==> config.mk <==
export PLATFORM = sky130hd
export DESIGN_NAME = wb_arbiter2
export DESIGN_NICKNAME = d
export VERILOG_FILES = /design/src/rtl/wb_arbiter2.sv
export SDC_FILE = /design/constraint.sdc
export NUM_CORES = 1
export LEC_CHECK = 0
export CAP_MARGIN = 0
export CORE_AREA = 2 2 125 127
export DETAILED_ROUTE_END_ITERATION = 10
export DIE_AREA = 0 0 127 129
export GPL_TIMING_DRIVEN = 0
export PLACE_DENSITY = 0.65
export SYNTH_ARGS = -nofsm -noshare
export SYNTH_HDL_FRONTEND = slang
export SYNTH_SLANG_ARGS = --single-unit
==> constraint.sdc <==
create_clock -name clk -period 4.2 [get_ports clk]
set_input_delay 0.42 -clock clk [delete_from_list [all_inputs] [get_ports clk]]
set_output_delay 0.42 -clock clk [all_outputs]
set_load 0.01 [all_outputs]
==> src/rtl/wb_arbiter2.sv <==
// Two-master / one-slave pipelined Wishbone arbiter in front of the on-chip RAM.
// Whole cyc-framed bus cycles are granted round-robin; outstanding transfers are counted so responses reach only their issuer.
module wb_arbiter2 #(
    parameter int MAX_OUTSTANDING = 4,
    localparam int CNT_W = $clog2(MAX_OUTSTANDING + 1)
) (
    input  logic             clk,
    input  logic             rst_n,
    input  logic             m0_cyc,
    input  logic             m0_stb,
    input  logic             m0_we,
    input  logic [31:0]      m0_adr,
    input  logic [3:0]       m0_sel,
    input  logic [31:0]      m0_dat_i,
    output logic [31:0]      m0_dat_o,
    output logic             m0_ack,
    output logic             m0_err,
    output logic             m0_stall,
    input  logic             m1_cyc,
    input  logic             m1_stb,
    input  logic             m1_we,
    input  logic [31:0]      m1_adr,
    input  logic [3:0]       m1_sel,
    input  logic [31:0]      m1_dat_i,
    output logic [31:0]      m1_dat_o,
    output logic             m1_ack,
    output logic             m1_err,
    output logic             m1_stall,
    output logic             s_cyc,
    output logic             s_stb,
    output logic             s_we,
    output logic [31:0]      s_adr,
    output logic [3:0]       s_sel,
    output logic [31:0]      s_dat_o,
    input  logic [31:0]      s_dat_i,
    input  logic             s_ack,
    input  logic             s_err,
    input  logic             s_stall,
    output logic [1:0]       dbg_state,
    output logic [CNT_W-1:0] dbg_cnt
);

    typedef enum logic [1:0] {
        IDLE  = 2'd0,
        GNT0  = 2'd1,
        GNT1  = 2'd2,
        DRAIN = 2'd3
    } state_t;

    state_t           state, state_next;
    logic             last_grant, last_grant_next;
    logic [CNT_W-1:0] cnt, cnt_next;
    logic             full, cnt_nz, resp, accept;

    always_ff @(posedge clk) begin
        if (!rst_n) begin
            state      <= IDLE;
            last_grant <= 1'b1;
            cnt        <= '0;
        end else begin
            state      <= state_next;
            last_grant <= last_grant_next;
            cnt        <= cnt_next;
        end
    end

    // Handshake: a request transfers in any cycle with stb=1 and stall=0; each
    // transfer is answered later by exactly one ack or err, in issue order.
    always_comb begin
        full   = (cnt == CNT_W'(MAX_OUTSTANDING));
        cnt_nz = (cnt != '0);
        resp   = (s_ack | s_err) & cnt_nz;

        s_cyc    = 1'b0;
        s_stb    = 1'b0;
        s_we     = 1'b0;
        s_adr    = '0;
        s_sel    = '0;
        s_dat_o  = '0;
        m0_dat_o = '0;
        m0_ack   = 1'b0;
        m0_err   = 1'b0;
        m0_stall = 1'b1;
        m1_dat_o = '0;
        m1_ack   = 1'b0;
        m1_err   = 1'b0;
        m1_stall = 1'b1;

        case (state)
            GNT0: begin
                s_cyc    = m0_cyc;
                s_stb    = m0_cyc & m0_stb & ~full;
                s_we     = m0_we;
                s_adr    = m0_adr;
                s_sel    = m0_sel;
                s_dat_o  = m0_dat_i;
                m0_stall = s_stall | full;
                m0_ack   = s_ack & cnt_nz;
                m0_err   = s_err & cnt_nz;
                m0_dat_o = s_dat_i;
            end
            GNT1: begin
                s_cyc    = m1_cyc;
                s_stb    = m1_cyc & m1_stb & ~full;
                s_we     = m1_we;
                s_adr    = m1_adr;
                s_sel    = m1_sel;
                s_dat_o  = m1_dat_i;
                m1_stall = s_stall | full;
                m1_ack   = s_ack & cnt_nz;
                m1_err   = s_err & cnt_nz;
                m1_dat_o = s_dat_i;
            end
            default: ;
        endcase

        accept   = s_stb & ~s_stall;
        cnt_next = cnt + CNT_W'(accept) - CNT_W'(resp);

        state_next      = state;
        last_grant_next = last_grant;
        // last_grant only records contested decisions, so back-to-back ties alternate.
        case (state)
            IDLE: begin
                if (m0_cyc && m1_cyc) begin
                    state_next      = last_grant ? GNT0 : GNT1;
                    last_grant_next = ~last_grant;
                end else if (m0_cyc) begin
                    state_next = GNT0;
                end else if (m1_cyc) begin
                    state_next = GNT1;
                end
            end
            GNT0: begin
                if (!m0_cyc) state_next = (cnt_next == '0) ? IDLE : DRAIN;
            end
            GNT1: begin
                if (!m1_cyc) state_next = (cnt_next == '0) ? IDLE : DRAIN;
            end
            DRAIN: begin
                if (cnt_next == '0) state_next = IDLE;
            end
            default: state_next = IDLE;
        endcase
    end

    assign dbg_state = state;
    assign dbg_cnt   = cnt;

endmodule

==> results of run 1 <==
==> per-layer routing <==
metal	vias to the layer above	share of wire, %
met3	4	10
met2	201	50
met4	0	0.29
li1	1671	-
met5	-	0
met1	1581	40
==> power groups by stage <==
stage                     Combinational, mW  Clock, mW  Sequential, mW
after detailed placement               2.20          0           0.108
final                                  2.18      0.156           0.107
after global routing                   2.37      0.159           0.111
after floorplan                        1.06          0           0.110
after global placement                 2.18          0           0.105
after CTS                              2.22      0.155           0.108
==> worst max-delay path: stages (launching register included) <==
cell	delay (ns)
dfxtp_1	0.43
inv_1	0.12
ha_1	0.28
clkbuf_1	0.45
clkbuf_1	0.34
nand3_1	0.13
ha_1	0.29
inv_1	0.03
ha_1	0.18
fa_1	0.36
xor3_2	0.43
a2bb2oi_1	0.09
a311o_1	0.27
o211a_1	0.12
==> per-stage QoR <==
stage | util [%] | cells | instance area [um^2]
2_1_floorplan | - | 293 | 1990
3_3_place_gp | 36.5 | 805 | 5470
3_5_place_dp | 36.5 | 805 | 5470
4_1_cts | 37.0 | 808 | 5540
5_1_grt | 37.0 | 808 | 5540
6_report | 37.0 | 808 | 5540
==> Yosys cell counts (2+ instances only) <==
library cell and instances:
o21ai_0 2, nand3_1 3, nor2_1 3, buf_2 5
and2_1 66, dfxtp_1 6, nor2b_1 71, ha_1 8
a2bb2oi_1 2, and3_1 4, inv_1 6, a22oi_1 70
clkbuf_1 25, nand2b_1 2, a21oi_1 3, nand2_1 7
==> final cells by class <==
cell class	instances	area, um^2
flip-flops and latches	6	120
plain buffers	31	130
clock buffers	3	75.1
repair buffers	324	3240
fillers	1532	9430
inverters	6	22.5
multi-input cells	250	1720
well taps	188	235
==> flip-flops by register name, indices dropped and copies added, names as in the netlist <==
| signal | cells |
|---|---|
| dbg_cnt | 3 |
| dbg_state | 2 |
| last_grant | 1 |
==> cells by family after synthesis <==
group | after synthesis
xor+xnor | 2
fa+ha+maj | 9
flops | 6
simple gates | 157
compound gates | 82
buf+inv | 37
==> layout by cell type, fill, tap and decap left out <==
master | Yosys | final
clkdlybuf4s50_1 | 0 | 324
nor2b_1 | 71 | 71
a22oi_1 | 70 | 70
and2_1 | 66 | 66
clkbuf_1 | 25 | 25
ha_1 | 8 | 8
nand2_1 | 7 | 7
inv_1 | 6 | 6
dfxtp_1 | 6 | 6
buf_2 | 5 | 5
and3_1 | 4 | 4
nand3_1 | 3 | 3
nor2_1 | 3 | 3
a21oi_1 | 3 | 3
clkbuf_16 | 0 | 3
o21ai_0 | 2 | 2
nand2b_1 | 2 | 2
a2bb2oi_1 | 2 | 2
buf_6 | 1 | 1
or3_2 | 1 | 1
o21a_1 | 1 | 1
xor3_2 | 1 | 1
o21ai_1 | 1 | 1
a311o_1 | 1 | 1
o211a_1 | 1 | 1
a21o_1 | 1 | 1
xor2_1 | 1 | 1
fa_1 | 1 | 1
==> how the worst max path moves through the flow <==
stage                 startpoint  slack [ns]      endpoint  cells past startpoint
global route        dbg_state[0]        0.27  dbg_state[0]                     13
CTS                 dbg_state[0]        0.43  dbg_state[0]                     13
global placement    dbg_state[0]        0.51  dbg_state[0]                     13
detailed placement  dbg_state[0]        0.43  dbg_state[0]                     13
finish              dbg_state[1]        0.54  dbg_state[0]                     13
floorplan           dbg_state[0]        1.05  dbg_state[0]                     13
==> results.tsv, run 1 <==
stage	metric	value	unit
run_status	status	completed	
sta	max_slew_margin	51.2	%
synth	ys_warn_count	0	
synth	synth_compound_area_share	30.6	%
clock_network	clockRootBuffer	clkbuf_16	
min_path	hold_path.class	reg2reg	
die	core_area	15000	um^2
clock_network	cts.htree.levels	1	
synth	ys_types	26	
sta	layout_setup_ws	0.542	ns
global_routing	overflow	0	
placement	pre_cts_ws	0.435	ns
worst_setup_path	r2r_end	dbg_state[0]	
sta	slew_violations	0	
sta	timing.fmax	273	MHz
pwr	p_int	1.37	mW
synth	ys_ff_latch	6	
global_routing	grt_pass1_vias	3580	
sta	setup_violations	0	
pwr	ir_drop	0.151	mV
synth	synth_top_area_share	26.4	%
die	die_y	129	um
sta	hold_violations	0	
synth	synth.avg_cell_area	6.79	um^2
sta	skew	0.000296	ns
global_routing	grt_max_degree	11	
global_routing	grt_use_met2	28.1	%
sta	tightest_slew	0.732	ns
clock_network	hold_buffers	0	
worst_setup_path	cp_max_fo	10	
synth	synth_top_family_by_area	simple AND/OR/NAND/NOR gates	
sta	hold_slack	0.489	ns
placement	io_buffers	324	
detailed_routing	antenna_left	0	
global_routing	grt_busiest_layer	met2	
pwr	p_sw_share	44.1	%
worst_setup_path	ff2ff_path_depth	13	
synth	synth_top_flop_cell	dfxtp_1	
synth	synthXorXnorAreaFrac	1.70	%
job	cap_violations	0	
sta	fin_crit_sh	87.1	%
detailed_routing	first_iter_violations	117	
sta	period_minus_slack	3.66	ns
synth	synth-adder-area-share	6.04	%
min_path	whs_path_depth	2	
die	die_width	127	um
global_routing	use_met3	4.32	%
min_path	holdCritStartpoint	last_grant	
sta	rsz0062_at_grt	no	
pwr	leakagePower	1.93	nW
global_routing	grt_use_total	14.9	%
worst_setup_path	critPathKind	reg2reg	
detailed_routing	dr.pass1.iters	4	
detailed_routing	drc_errors	0	
pwr	power_frac_clock	6.4	%
cells_and_area	area_delta_synth_final	179	%
clock_network	cts_tree	yes	
synth	synth_top_cell_by_area	a22oi_1	
worst_setup_path	required	4.32	ns
worst_setup_path	start_kind	flip-flop	
detailed_routing	vias_per_cell	4.28	
synth	ys_seq_area_share	6.04	%
sta	setup_tns	0	ns
clock_network	path_clk_slew	0.03	ns
pwr	switching_power	1.08	mW
die	ios	325	
synth	synth_edf_count	0	
synth	synth_simple_gate_area_share	48.0	%
pwr	seqPwrFrac	4.4	%
min_path	holdPathEnd	last_grant	
clock_network	post_cts_buffers	0	
die	placementRows	45	
worst_setup_path	end_kind	flip-flop	
pwr	fin_total_pwr	2.44	mW
global_routing	antenna_found_initial	0	
detailed_routing	wire_per_inst	17.2	um
synth	synthMuxAreaShare	0	%
die	start_util	13.3	%
synth	synthCells	293	
synth	synthTopCellsByArea	a22oi_1 (26%), nor2b_1 (22%), and2_1 (21%)	
clock_network	cts_buffer_depth	2	
clock_network	cts_inserted_buffers	3	
placement	gp_congestion	0.812	
cells_and_area	drive_above_1_share	1.77	%
detailed_routing	vias	3457	
synth	synth_nets	481	
die	die_area	16400	um^2
global_routing	grt_util_met1	17.4	%
clock_network	cts_resized	0	
pwr	p_per_area	441	nW/um^2
cells_and_area	diodes	0	
placement	hpwlAfterDp	11600	um
clock_network	cts_sinks	6	
clock_network	insertion_delay	0.23	ns
worst_setup_path	rr_startpoint	dbg_state[1]	
cells_and_area	finalNetCount	810	
synth	synth.cell_area	1990	um^2
synth	async_flop_share	0	%
worst_setup_path	critPathArrivalTime	3.78	ns
pwr	pwr-share-comb	89.2	%
detailed_routing	wirelength	13900	um
global_routing	grt_pass1_wl	19300	um
worst_setup_path	r2r_slack	0.54	ns
Note: power is estimated with default switching activity, not from simulation.
==> run 2: changes to the inputs <==
--- a/config.mk
+++ b/config.mk
@@ -9,7 +9,6 @@
 export CORE_AREA = 2 2 125 127
 export DETAILED_ROUTE_END_ITERATION = 10
 export DIE_AREA = 0 0 127 129
-export GPL_TIMING_DRIVEN = 0
 export PLACE_DENSITY = 0.65
 export SYNTH_ARGS = -nofsm -noshare
 export SYNTH_HDL_FRONTEND = slang
==> results.tsv, run 2 (synthesis gave the netlist of run 1 again) <==
stage	metric	value	unit
run_status	status	completed	
worst_setup_path	start_kind	input port	
job	cap_violations	0	
worst_setup_path	slowest_delay	0.59	ns
pwr	p_per_area	427	nW/um^2
pwr	power_frac_clock	6.5	%
cells_and_area	finalNetCount	783	
worst_setup_path	ff2ff_path_depth	12	
clock_network	cts_sinks	6	
worst_setup_path	r2r_end	dbg_state[0]	
global_routing	grt_use_total	13.2	%
sta	rsz0062_at_grt	no	
die	die_width	127	um
cells_and_area	final_common_cell	clkdlybuf4s50_1	
clock_network	hold_buffers	0	
cells_and_area	nFillCells	1502	
sta	setup_tns	0	ns
global_routing	grt_pass1_vias	3415	
detailed_routing	dr.pass1.iters	4	
clock_network	path_clk_slew	0.03	ns
cells_and_area	area_delta_synth_final	174	%
detailed_routing	first_iter_violations	129	
global_routing	grt_pass1_wl	17600	um
detailed_routing	vias	3352	
pwr	switching_power	993	uW
global_routing	overflow	0	
detailed_routing	antenna_left	0	
die	ios	325	
sta	setup_violations	0	
clock_network	cts_inserted_buffers	3	
detailed_routing	wire_per_inst	15.7	um
min_path	hold_path.class	reg2reg	
die	placementRows	45	
sta	hold_violations	0	
pwr	p_sw_share	42.6	%
clock_network	cts_resized	0	
pwr	ir_drop	0.256	mV
worst_setup_path	cp-endpoint	dbg_state[0]	
pwr	pwr-share-comb	88.8	%
worst_setup_path	critPathArrivalTime	3.19	ns
placement	io_buffers	324	
die	start_util	13.3	%
cells_and_area	diodes	0	
clock_network	insertion_delay	0.22	ns
clock_network	post_cts_buffers	0	
detailed_routing	drc_errors	0	
sta	max_slew_margin	34.3	%
cells_and_area	drive_above_1_share	2.02	%
worst_setup_path	critPathKind	in2reg	
detailed_routing	vias_per_cell	4.29	
worst_setup_path	end_kind	flip-flop	
clock_network	cts.htree.levels	1	
pwr	p_int	1.34	mW
die	die_area	16400	um^2
worst_setup_path	cp_max_fo	6	
clock_network	clockRootBuffer	clkbuf_16	
worst_setup_path	critical-path-slowest-cell	clkdlybuf4s50_1	
worst_setup_path	r2r_slack	1.13	ns
sta	skew	0.000254	ns
sta	fin_crit_sh	73.3	%
pwr	fin_total_pwr	2.33	mW
detailed_routing	wirelength	12300	um
global_routing	grt_max_degree	73	
worst_setup_path	worstPathCellList	clkdlybuf4s50_1 > nand2_1 > o21ai_0 > nand3_1 > ha_1 > inv_1 > ha_1 > fa_1 > xor3_2 > a2bb2oi_1 > a311o_1 > o211a_1	
clock_network	cts_buffer_depth	2	
pwr	seqPwrFrac	4.7	%
sta	period_minus_slack	3.08	ns
sta	slew_violations	0	
worst_setup_path	path_common_cell	ha_1	
placement	gp_congestion	0.763	
pwr	leakagePower	1.89	nW
sta	tightest_slew	0.985	ns
placement	hpwlAfterDp	10200	um
worst_setup_path	required	4.31	ns
cells_and_area	layout_common_cells	clkdlybuf4s50_1 (324), nor2b_1 (71), a22oi_1 (70), and2_1 (66), nand2_1 (7)	
cells_and_area	largest_reg_flops	3	
clock_network	cts_tree	yes	
die	die_y	129	um
die	core_area	15000	um^2
global_routing	antenna_found_initial	0	
worst_setup_path	rr_startpoint	dbg_state[0]	
worst_setup_path	startpoint	m0_cyc	
sta	timing.fmax	325	MHz
[run 2: changes by cell type in the layout (fill, tap and decap cells not counted), sizes merged]
cell	before	now
clkbuf	28	3
buf	6	4
[run 2: stage by stage]
step           hold slack [ns]  cells  instance area, um^2  worst slack (ns)  util, %
6_report                 0.500    781                 5460              1.12     36.5
4_1_cts                  0.499    781                 5460              1.13     36.5
3_3_place_gp             0.487    778                 5390             0.968     36.0
2_1_floorplan            0.450    293                 1990              1.05        -
3_5_place_dp             0.489    778                 5390             0.903     36.0
5_1_grt                  0.519    781                 5460             0.882     36.5
[run 2: how the worst min path moves through the flow]
stage          cells after the start          to       start  slack (ns)
4_1_cts                            2  last_grant  last_grant        0.50
5_1_grt                            2  last_grant  last_grant        0.52
3_5_place_dp                       2  last_grant  last_grant        0.49
6_report                           2  last_grant  last_grant        0.50
3_3_place_gp                       2  last_grant  last_grant        0.49
2_1_floorplan                      2  last_grant  last_grant        0.45
[run 2: power groups by stage]
stage / clock, mW / combinational [mW] / sequential, mW
finish: 0.151 / 2.07 / 0.109
global placement: 0 / 2.07 / 0.107
detailed placement: 0 / 2.10 / 0.110
global route: 0.158 / 2.26 / 0.114
floorplan: 0 / 1.06 / 0.110
CTS: 0.153 / 2.11 / 0.110
[run 2: layout make-up]
| type | instances | area (um^2) | area share [%] |
|---|---|---|---|
| inverter | 6 | 22.5 | 0.412 |
| multi-input combinational | 250 | 1730 | 31.8 |
| sequential | 6 | 120 | 2.20 |
| tap | 188 | 235 | 4.31 |
| clock buffer | 3 | 75.1 | 1.37 |
| timing repair buffer | 328 | 3270 | 59.9 |
[run 2: per-layer routing]
layer	vias up	wire, um	GRT usage [%]
li1	1621	-	-
met1	1513	4820	15.4
met2	210	5820	23.2
met3	8	1520	5.32
met4	0	93	2.00
met5	-	0	0
[run 2: critical path: cells and delay by family]
kind / cells / cell delay (ns)
adders and majority gates: 3 / 0.84
AOI/OAI and AO/OA: 4 / 0.68
buffers and inverters: 2 / 0.63
xor gates and xnor gates: 1 / 0.43
and+or+nand+nor: 2 / 0.18
